<file path="src/rtl/laser_packet_assembler.sv">
// Frames laser-receiver beats into packets by header, buffers payload beats in a FIFO, and strobes pkt_done per packet.
// Define LASER_PKT_CHECKSUM_EN to treat the last beat of multi-beat packets as an XOR checksum instead of payload.
module laser_packet_assembler #(
   parameter int          FIFO_DEPTH  = 16,
   parameter logic [11:0] TIMEOUT     = 12'd400,
   parameter logic [9:0]  START_BEATS = 10'd256,
   parameter logic [9:0]  STOP_BEATS  = 10'd3,
   parameter logic [9:0]  ACK_BEATS   = 10'd2,
   parameter logic [9:0]  DONE_BEATS  = 10'd1
) (
   input  logic        clock,
   input  logic        reset,
   input  logic        rx_valid,
   input  logic [7:0]  rx_data1,
   input  logic [7:0]  rx_data2,
   output logic [15:0] out_data,
   output logic        out_valid,
   input  logic        out_ready,
   output logic        pkt_done,
   output logic [2:0]  pkt_type,
   output logic        pkt_ok,
   output logic        pkt_timeout,
   output logic        pkt_overflow,
   output logic        busy
);
   // state     | meaning
   // S_IDLE    | waiting for a header beat
   // S_PAYLOAD | counting/pushing payload beats, watching inter-beat timeout
   // S_DISCARD | bad header seen; drop beats until the line goes quiet
   // S_REPORT  | one-cycle pkt_done; an rx_valid here is handled as in S_IDLE
   typedef enum logic [1:0] {S_IDLE, S_PAYLOAD, S_DISCARD, S_REPORT} state_t;

   localparam int AW = $clog2(FIFO_DEPTH);

   state_t      state_q, state_d;
   logic [9:0]  remaining_q, remaining_d;
   logic [11:0] idle_q, idle_d, idle_inc;
   logic [2:0]  cur_type_q, cur_type_d;
   logic        ovf_q, ovf_d, ovf_now;
   logic        pkt_done_q, pkt_done_d;
   logic [2:0]  pkt_type_q, pkt_type_d;
   logic        pkt_ok_q, pkt_ok_d;
   logic        pkt_timeout_q, pkt_timeout_d;
   logic        pkt_overflow_q, pkt_overflow_d;
   logic [AW:0] wr_ptr_q, wr_ptr_d, rd_ptr_q, rd_ptr_d;
   logic [15:0] mem_q [FIFO_DEPTH];
`ifdef LASER_PKT_CHECKSUM_EN
   logic [15:0] csum_q, csum_d;
`endif

   logic        hdr_ok, timeout_hit, push, push_ok, pop, full, fifo_blocked;
   logic [2:0]  hdr_type;
   logic [9:0]  hdr_len;
   logic [15:0] beat;

   assign beat = {rx_data2, rx_data1};

   always_comb begin
      hdr_ok   = 1'b1;
      hdr_type = 3'd0;
      hdr_len  = 10'd0;
      case (rx_data1)
         8'hcc:   begin hdr_type = 3'd1; hdr_len = START_BEATS; end
         8'h55:   begin hdr_type = 3'd2; hdr_len = STOP_BEATS;  end
         8'h11:   begin hdr_type = 3'd3; hdr_len = ACK_BEATS;   end
         8'hbb:   begin hdr_type = 3'd4; hdr_len = ACK_BEATS;   end
         8'haa:   begin hdr_type = 3'd5; hdr_len = DONE_BEATS;  end
         default: hdr_ok = 1'b0;
      endcase
      if (rx_data2 != ~rx_data1) hdr_ok = 1'b0;
   end

   assign out_valid    = (wr_ptr_q != rd_ptr_q);
   assign out_data     = out_valid ? mem_q[rd_ptr_q[AW-1:0]] : 16'h0000;
   assign full         = ((wr_ptr_q - rd_ptr_q) == (AW+1)'(FIFO_DEPTH));
   assign pop          = out_valid & out_ready;
   // a full FIFO still takes the beat if the consumer frees a slot this cycle
   assign fifo_blocked = full & ~pop;
   assign push_ok      = push & ~fifo_blocked;
   assign wr_ptr_d     = wr_ptr_q + (push_ok ? (AW+1)'(1) : '0);
   assign rd_ptr_d     = rd_ptr_q + (pop ? (AW+1)'(1) : '0);

   assign idle_inc    = (idle_q >= TIMEOUT) ? TIMEOUT : idle_q + 12'd1;
   assign timeout_hit = ~rx_valid & (idle_inc == TIMEOUT);

   always_comb begin
      state_d        = state_q;
      remaining_d    = remaining_q;
      idle_d         = rx_valid ? 12'd0 : idle_inc;
      cur_type_d     = cur_type_q;
      ovf_d          = ovf_q;
      ovf_now        = ovf_q | fifo_blocked;
      pkt_done_d     = 1'b0;
      pkt_type_d     = pkt_type_q;
      pkt_ok_d       = pkt_ok_q;
      pkt_timeout_d  = pkt_timeout_q;
      pkt_overflow_d = pkt_overflow_q;
      push           = 1'b0;
`ifdef LASER_PKT_CHECKSUM_EN
      csum_d         = csum_q;
`endif
      case (state_q)
         S_IDLE, S_REPORT: begin
            state_d = S_IDLE;
            if (rx_valid) begin
               if (hdr_ok) begin
                  cur_type_d  = hdr_type;
                  ovf_d       = 1'b0;
                  remaining_d = hdr_len - 10'd1;
`ifdef LASER_PKT_CHECKSUM_EN
                  csum_d      = 16'h0000;
`endif
                  if (hdr_len == 10'd1) begin
                     state_d        = S_REPORT;
                     pkt_done_d     = 1'b1;
                     pkt_type_d     = hdr_type;
                     pkt_ok_d       = 1'b1;
                     pkt_timeout_d  = 1'b0;
                     pkt_overflow_d = 1'b0;
                  end else begin
                     state_d = S_PAYLOAD;
                  end
               end else begin
                  state_d = S_DISCARD;
               end
            end
         end
         S_PAYLOAD: begin
            if (rx_valid) begin
               remaining_d = remaining_q - 10'd1;
               if (remaining_q == 10'd1) begin
                  state_d       = S_REPORT;
                  pkt_done_d    = 1'b1;
                  pkt_type_d    = cur_type_q;
                  pkt_timeout_d = 1'b0;
`ifdef LASER_PKT_CHECKSUM_EN
                  pkt_overflow_d = ovf_q;
                  pkt_ok_d       = ~ovf_q & (beat == csum_q);
`else
                  push           = 1'b1;
                  pkt_overflow_d = ovf_now;
                  pkt_ok_d       = ~ovf_now;
`endif
               end else begin
                  push  = 1'b1;
                  ovf_d = ovf_now;
`ifdef LASER_PKT_CHECKSUM_EN
                  csum_d = csum_q ^ beat;
`endif
               end
            end else if (timeout_hit) begin
               state_d        = S_REPORT;
               pkt_done_d     = 1'b1;
               pkt_type_d     = cur_type_q;
               pkt_ok_d       = 1'b0;
               pkt_timeout_d  = 1'b1;
               pkt_overflow_d = ovf_q;
            end
         end
         S_DISCARD: begin
            if (timeout_hit) state_d = S_IDLE;
         end
         default: state_d = S_IDLE;
      endcase
      if (state_d != state_q) idle_d = 12'd0;
   end

   always_ff @(posedge clock or posedge reset) begin
      if (reset) begin
         state_q        <= S_IDLE;
         remaining_q    <= 10'd0;
         idle_q         <= 12'd0;
         cur_type_q     <= 3'd0;
         ovf_q          <= 1'b0;
         pkt_done_q     <= 1'b0;
         pkt_type_q     <= 3'd0;
         pkt_ok_q       <= 1'b0;
         pkt_timeout_q  <= 1'b0;
         pkt_overflow_q <= 1'b0;
         wr_ptr_q       <= '0;
         rd_ptr_q       <= '0;
`ifdef LASER_PKT_CHECKSUM_EN
         csum_q         <= 16'h0000;
`endif
      end else begin
         state_q        <= state_d;
         remaining_q    <= remaining_d;
         idle_q         <= idle_d;
         cur_type_q     <= cur_type_d;
         ovf_q          <= ovf_d;
         pkt_done_q     <= pkt_done_d;
         pkt_type_q     <= pkt_type_d;
         pkt_ok_q       <= pkt_ok_d;
         pkt_timeout_q  <= pkt_timeout_d;
         pkt_overflow_q <= pkt_overflow_d;
         wr_ptr_q       <= wr_ptr_d;
         rd_ptr_q       <= rd_ptr_d;
`ifdef LASER_PKT_CHECKSUM_EN
         csum_q         <= csum_d;
`endif
      end
   end

   always_ff @(posedge clock) begin
      if (push_ok) mem_q[wr_ptr_q[AW-1:0]] <= beat;
   end

   assign pkt_done     = pkt_done_q;
   assign pkt_type     = pkt_type_q;
   assign pkt_ok       = pkt_ok_q;
   assign pkt_timeout  = pkt_timeout_q;
   assign pkt_overflow = pkt_overflow_q;
   assign busy         = (state_q != S_IDLE);
endmodule

</file>
<file path="config.mk">
export PLATFORM = sky130hd
export DESIGN_NAME = laser_packet_assembler
export DESIGN_NICKNAME = d
export VERILOG_FILES = /design/src/rtl/laser_packet_assembler.sv
export SDC_FILE = /design/constraint.sdc
export NUM_CORES = 1
export LEC_CHECK = 0
export ABC_AREA = 1
export CORE_AREA = 2 2 165 167
export CTS_CLUSTER_SIZE = 25
export DETAILED_ROUTE_END_ITERATION = 8
export DIE_AREA = 0 0 167 169
export PLACE_DENSITY = 0.79
export SLEW_MARGIN = 10
export SYNTH_ARGS = -nofsm -noshare
export SYNTH_HDL_FRONTEND = slang
export SYNTH_SLANG_ARGS = --single-unit
</file>
<file path="constraint.sdc">
create_clock -name clock -period 3.1 [get_ports clock]
set_clock_uncertainty 0.1 [all_clocks]
set_input_delay 0.775 -clock clock [delete_from_list [all_inputs] [get_ports clock]]
set_output_delay 0.775 -clock clock [all_outputs]
set_load 0.05 [all_outputs]
</file>
==> results_dict.tcl <==
set metrics [dict create \
    layout_common_cells "edfxtp_1 (256), nor2_1 (161), o21ai_0 (122)" \
    topRoutingLayerUsed "met4" \
    core.rowCount 60 \
    fillers 1803 \
    antenna_found_initial 0 \
    async_reset_ff_share_pct 15.0 \
    min_to "cur_type_q[2]" \
    root_buffer "clkbuf_16" \
    grt.total_usage_pct 24.1 \
    comb_power_share_pct 45.8 \
    p_sw_share_pct 39.1 \
    drt_iter0_markers 1749 \
    clock_latency_ps 560 \
    cp-startpoint "rd_ptr_q[0]" \
    met1Wirelength_um 13900 \
    period_needed_ps 3350 \
    cap_violations 0 \
    critPathMaxFanout 10 \
    synth_cell_types 44 \
    synth_edf_count 256 \
    grt_setup_unrepaired "true" \
    crit_arrival_ps 2470 \
    synth_cells 1096 \
    drive_gt1_share_pct 23.5 \
    synth_ff_type "edfxtp_1" \
    crit_required_ps 2220 \
    cts_buffers 30 \
    path_clk_slew_ps 60 \
    slew_viol_final 0 \
    cp-end-kind "primary output" \
    globalRouteOverflowTotal 0 \
    min_from "cur_type_q[2]" \
    wl_met2_um 18000 \
    r2r_cells 12 \
    initial_core_util_pct 49.2 \
    cts-hold-fix-buffers 0 \
    place_congestion 0.911 \
    critical_path_class "register to primary output" \
    grt_pass1_wl_um 53000 \
    p_clk_share_pct 23.7 \
    area_delta_synth_final_pct 26.9 \
    p_leak_nw 5.95 \
    first_global_vias 9383 \
    synth.cell_area_mm2 0.0130 \
    post-place-ws_ps 21.4 \
    vias 9817 \
    seqPwrFrac_pct 30.5 \
    setup_violations 17 \
    vdd_drop_max_uv 976 \
    synth.avg_cell_area_um2 11.9 \
    post_drt_via_cell_ratio 6.19 \
    htree_levels 1 \
    worst_slew_pin_slew_ps 543 \
    grt_max_degree 67 \
    drtPass1Iterations 8 \
    post_drt_wl_per_cell_um 24.1 \
    reg2reg_from "rd_ptr_q[1]" \
    die_h_um 169 \
    yosysWarnings 0 \
    rrSetupSlack_ps 150 \
    postRouteAntennaNets 0 \
    clk_path_buf_depth 3 \
    relSlewSlack_pct 63.8 \
    cp-start-kind "register" \
    hp-class "register to register" \
    yosysSeqAreaShare_pct 67.7 \
    layout_commonest_cell "edfxtp_1" \
    die_x_um 167 \
    r2r-end "mem_q[13][6]" \
    wl_um 38200 \
    io_pins 45 \
    drc 0 \
    n_antenna_cell 0 \
    violations "negative setup slack" \
    ys_ff_latch 301 \
    status "complete, but fails checks" \
    coreArea_mm2 0.0265 \
    p_switching_w 0.00588 \
    cts_tree "done" \
    utilization_pct 62.4 \
    die-area_mm2 0.0282 \
    wl_met3_um 4500 \
    p_int_w 0.00917 \
    hold_depth 2 \
    cts_num_sinks 301 \
    finalNetCount 1261 \
    post-route-period-util_pct 108 \
    powerDensity_mw_per_mm2 911 \
    hold_viol_final 0 \
    max_freq_mhz 299 \
    setup_ws_ps -246 \
    portBuffers 44 \
    dp_hpwl_um 19600 \
]
-- cells by family after synthesis --
family                     count (synthesis)  share of synthesized area [%]
and+or+nand+nor                          373                           13.2
DFF                                      301                           67.7
AOI/OAI and AO/OA                        260                           12.1
buffers and inverters                    119                           3.67
xor gates and xnor gates                  22                           1.48
adders and majority gates                 18                           1.73
muxes                                      2                          0.154
other                                      1                         0.0288
-- synth_stat cells (7+ instances only) --
cell type / n / share of area, %
nand2_2: 8 / 0.38
nand3_1: 59 / 2.3
o21ai_0: 143 / 5.5
nand3_2: 7 / 0.54
nor2_2: 13 / 0.62
nand4_1: 11 / 0.53
inv_2: 7 / 0.20
o22ai_1: 8 / 0.38
nor2_1: 187 / 5.4
xor2_1: 18 / 1.2
edfxtp_1: 256 / 59
ha_1: 18 / 1.7
o221ai_1: 56 / 3.8
dfrtp_1: 45 / 8.6
a21oi_1: 30 / 1.2
clkbuf_1: 45 / 1.3
inv_1: 49 / 1.4
nand2_1: 67 / 1.9
-- worst max-delay path, stage by stage, from the launching register on --
cell	delay, ps
dfrtp_4	580
clkinv_8	150
buf_12	170
buf_16	150
nor2_1	70
o221ai_2	270
nand3_2	150
a21oi_2	180
buf_6	170
-- power by group through the flow --
stage / clock [W] / combinational [W] / sequential, W
global route: 0.00372 / 0.00715 / 0.00459
finish: 0.00356 / 0.00690 / 0.00459
CTS: 0.00353 / 0.00581 / 0.00458
floorplan: 0 / 0.00322 / 0.00465
global placement: 0 / 0.00471 / 0.00465
detailed placement: 0 / 0.00485 / 0.00465
-- timing repair --
item / in CTS / in global routing
pin swaps: 8 / 50
setup buffers: 8 / 3
gates resized for setup: 56 / 57
endpoints found under the setup margin: 17 / 274
endpoints found under the hold margin: 0 / 0
cloned: 6 / 16
-- worst max-delay path by stage --
stage	end	slack [ps]	cells after the start
2_1_floorplan	mem_q[0][0]	-220	11
3_3_place_gp	pkt_type[2]	50	15
3_5_place_dp	pkt_type[2]	20	15
5_1_grt	out_data[11]	-310	8
6_report	out_data[11]	-250	8
4_1_cts	out_data[1]	-190	8
-- per-layer routing --
| layer | vias to the layer above | GRT usage [%] |
|---|---|---|
| met2 | 748 | 39.0 |
| met4 | 0 | 10.1 |
| met5 | - | 0 |
| met1 | 4674 | 32.5 |
| li1 | 4248 | - |
| met3 | 147 | 3.97 |
-- sequential cells by signal, indices dropped and copies added, names as in the netlist, 2 cells and up --
name	count
mem_q	256
idle_q	12
remaining_q	10
rd_ptr_q	5
wr_ptr_q	5
cur_type_q	3
pkt_type	3
state_q	2
-- layout make-up --
class | instances | area (µm²) | area share, %
Sequential cell | 301 | 8820 | 53.4
Multi-Input combinational cell | 678 | 4090 | 24.8
Timing Repair Buffer | 153 | 2000 | 12.1
Clock buffer | 38 | 802 | 4.85
Tap cell | 341 | 427 | 2.58
Inverter | 59 | 236 | 1.43
Clock inverter | 16 | 145 | 0.878
-- metrics by stage --
stage | instances | instance area [µm²] | power [W] | hold WS (ps) | setup TNS, ps
2_1_floorplan | 1098 | 13100 | 0.00786 | 340 | -55410
3_3_place_gp | 1500 | 14600 | 0.00936 | 356 | 0
3_5_place_dp | 1500 | 14600 | 0.00950 | 360 | 0
4_1_cts | 1568 | 16000 | 0.0139 | 374 | -2470
5_1_grt | 1586 | 16500 | 0.0155 | 423 | -3740
6_report | 1586 | 16500 | 0.0151 | 373 | -2960
Power figures use the tool's default switching activity.
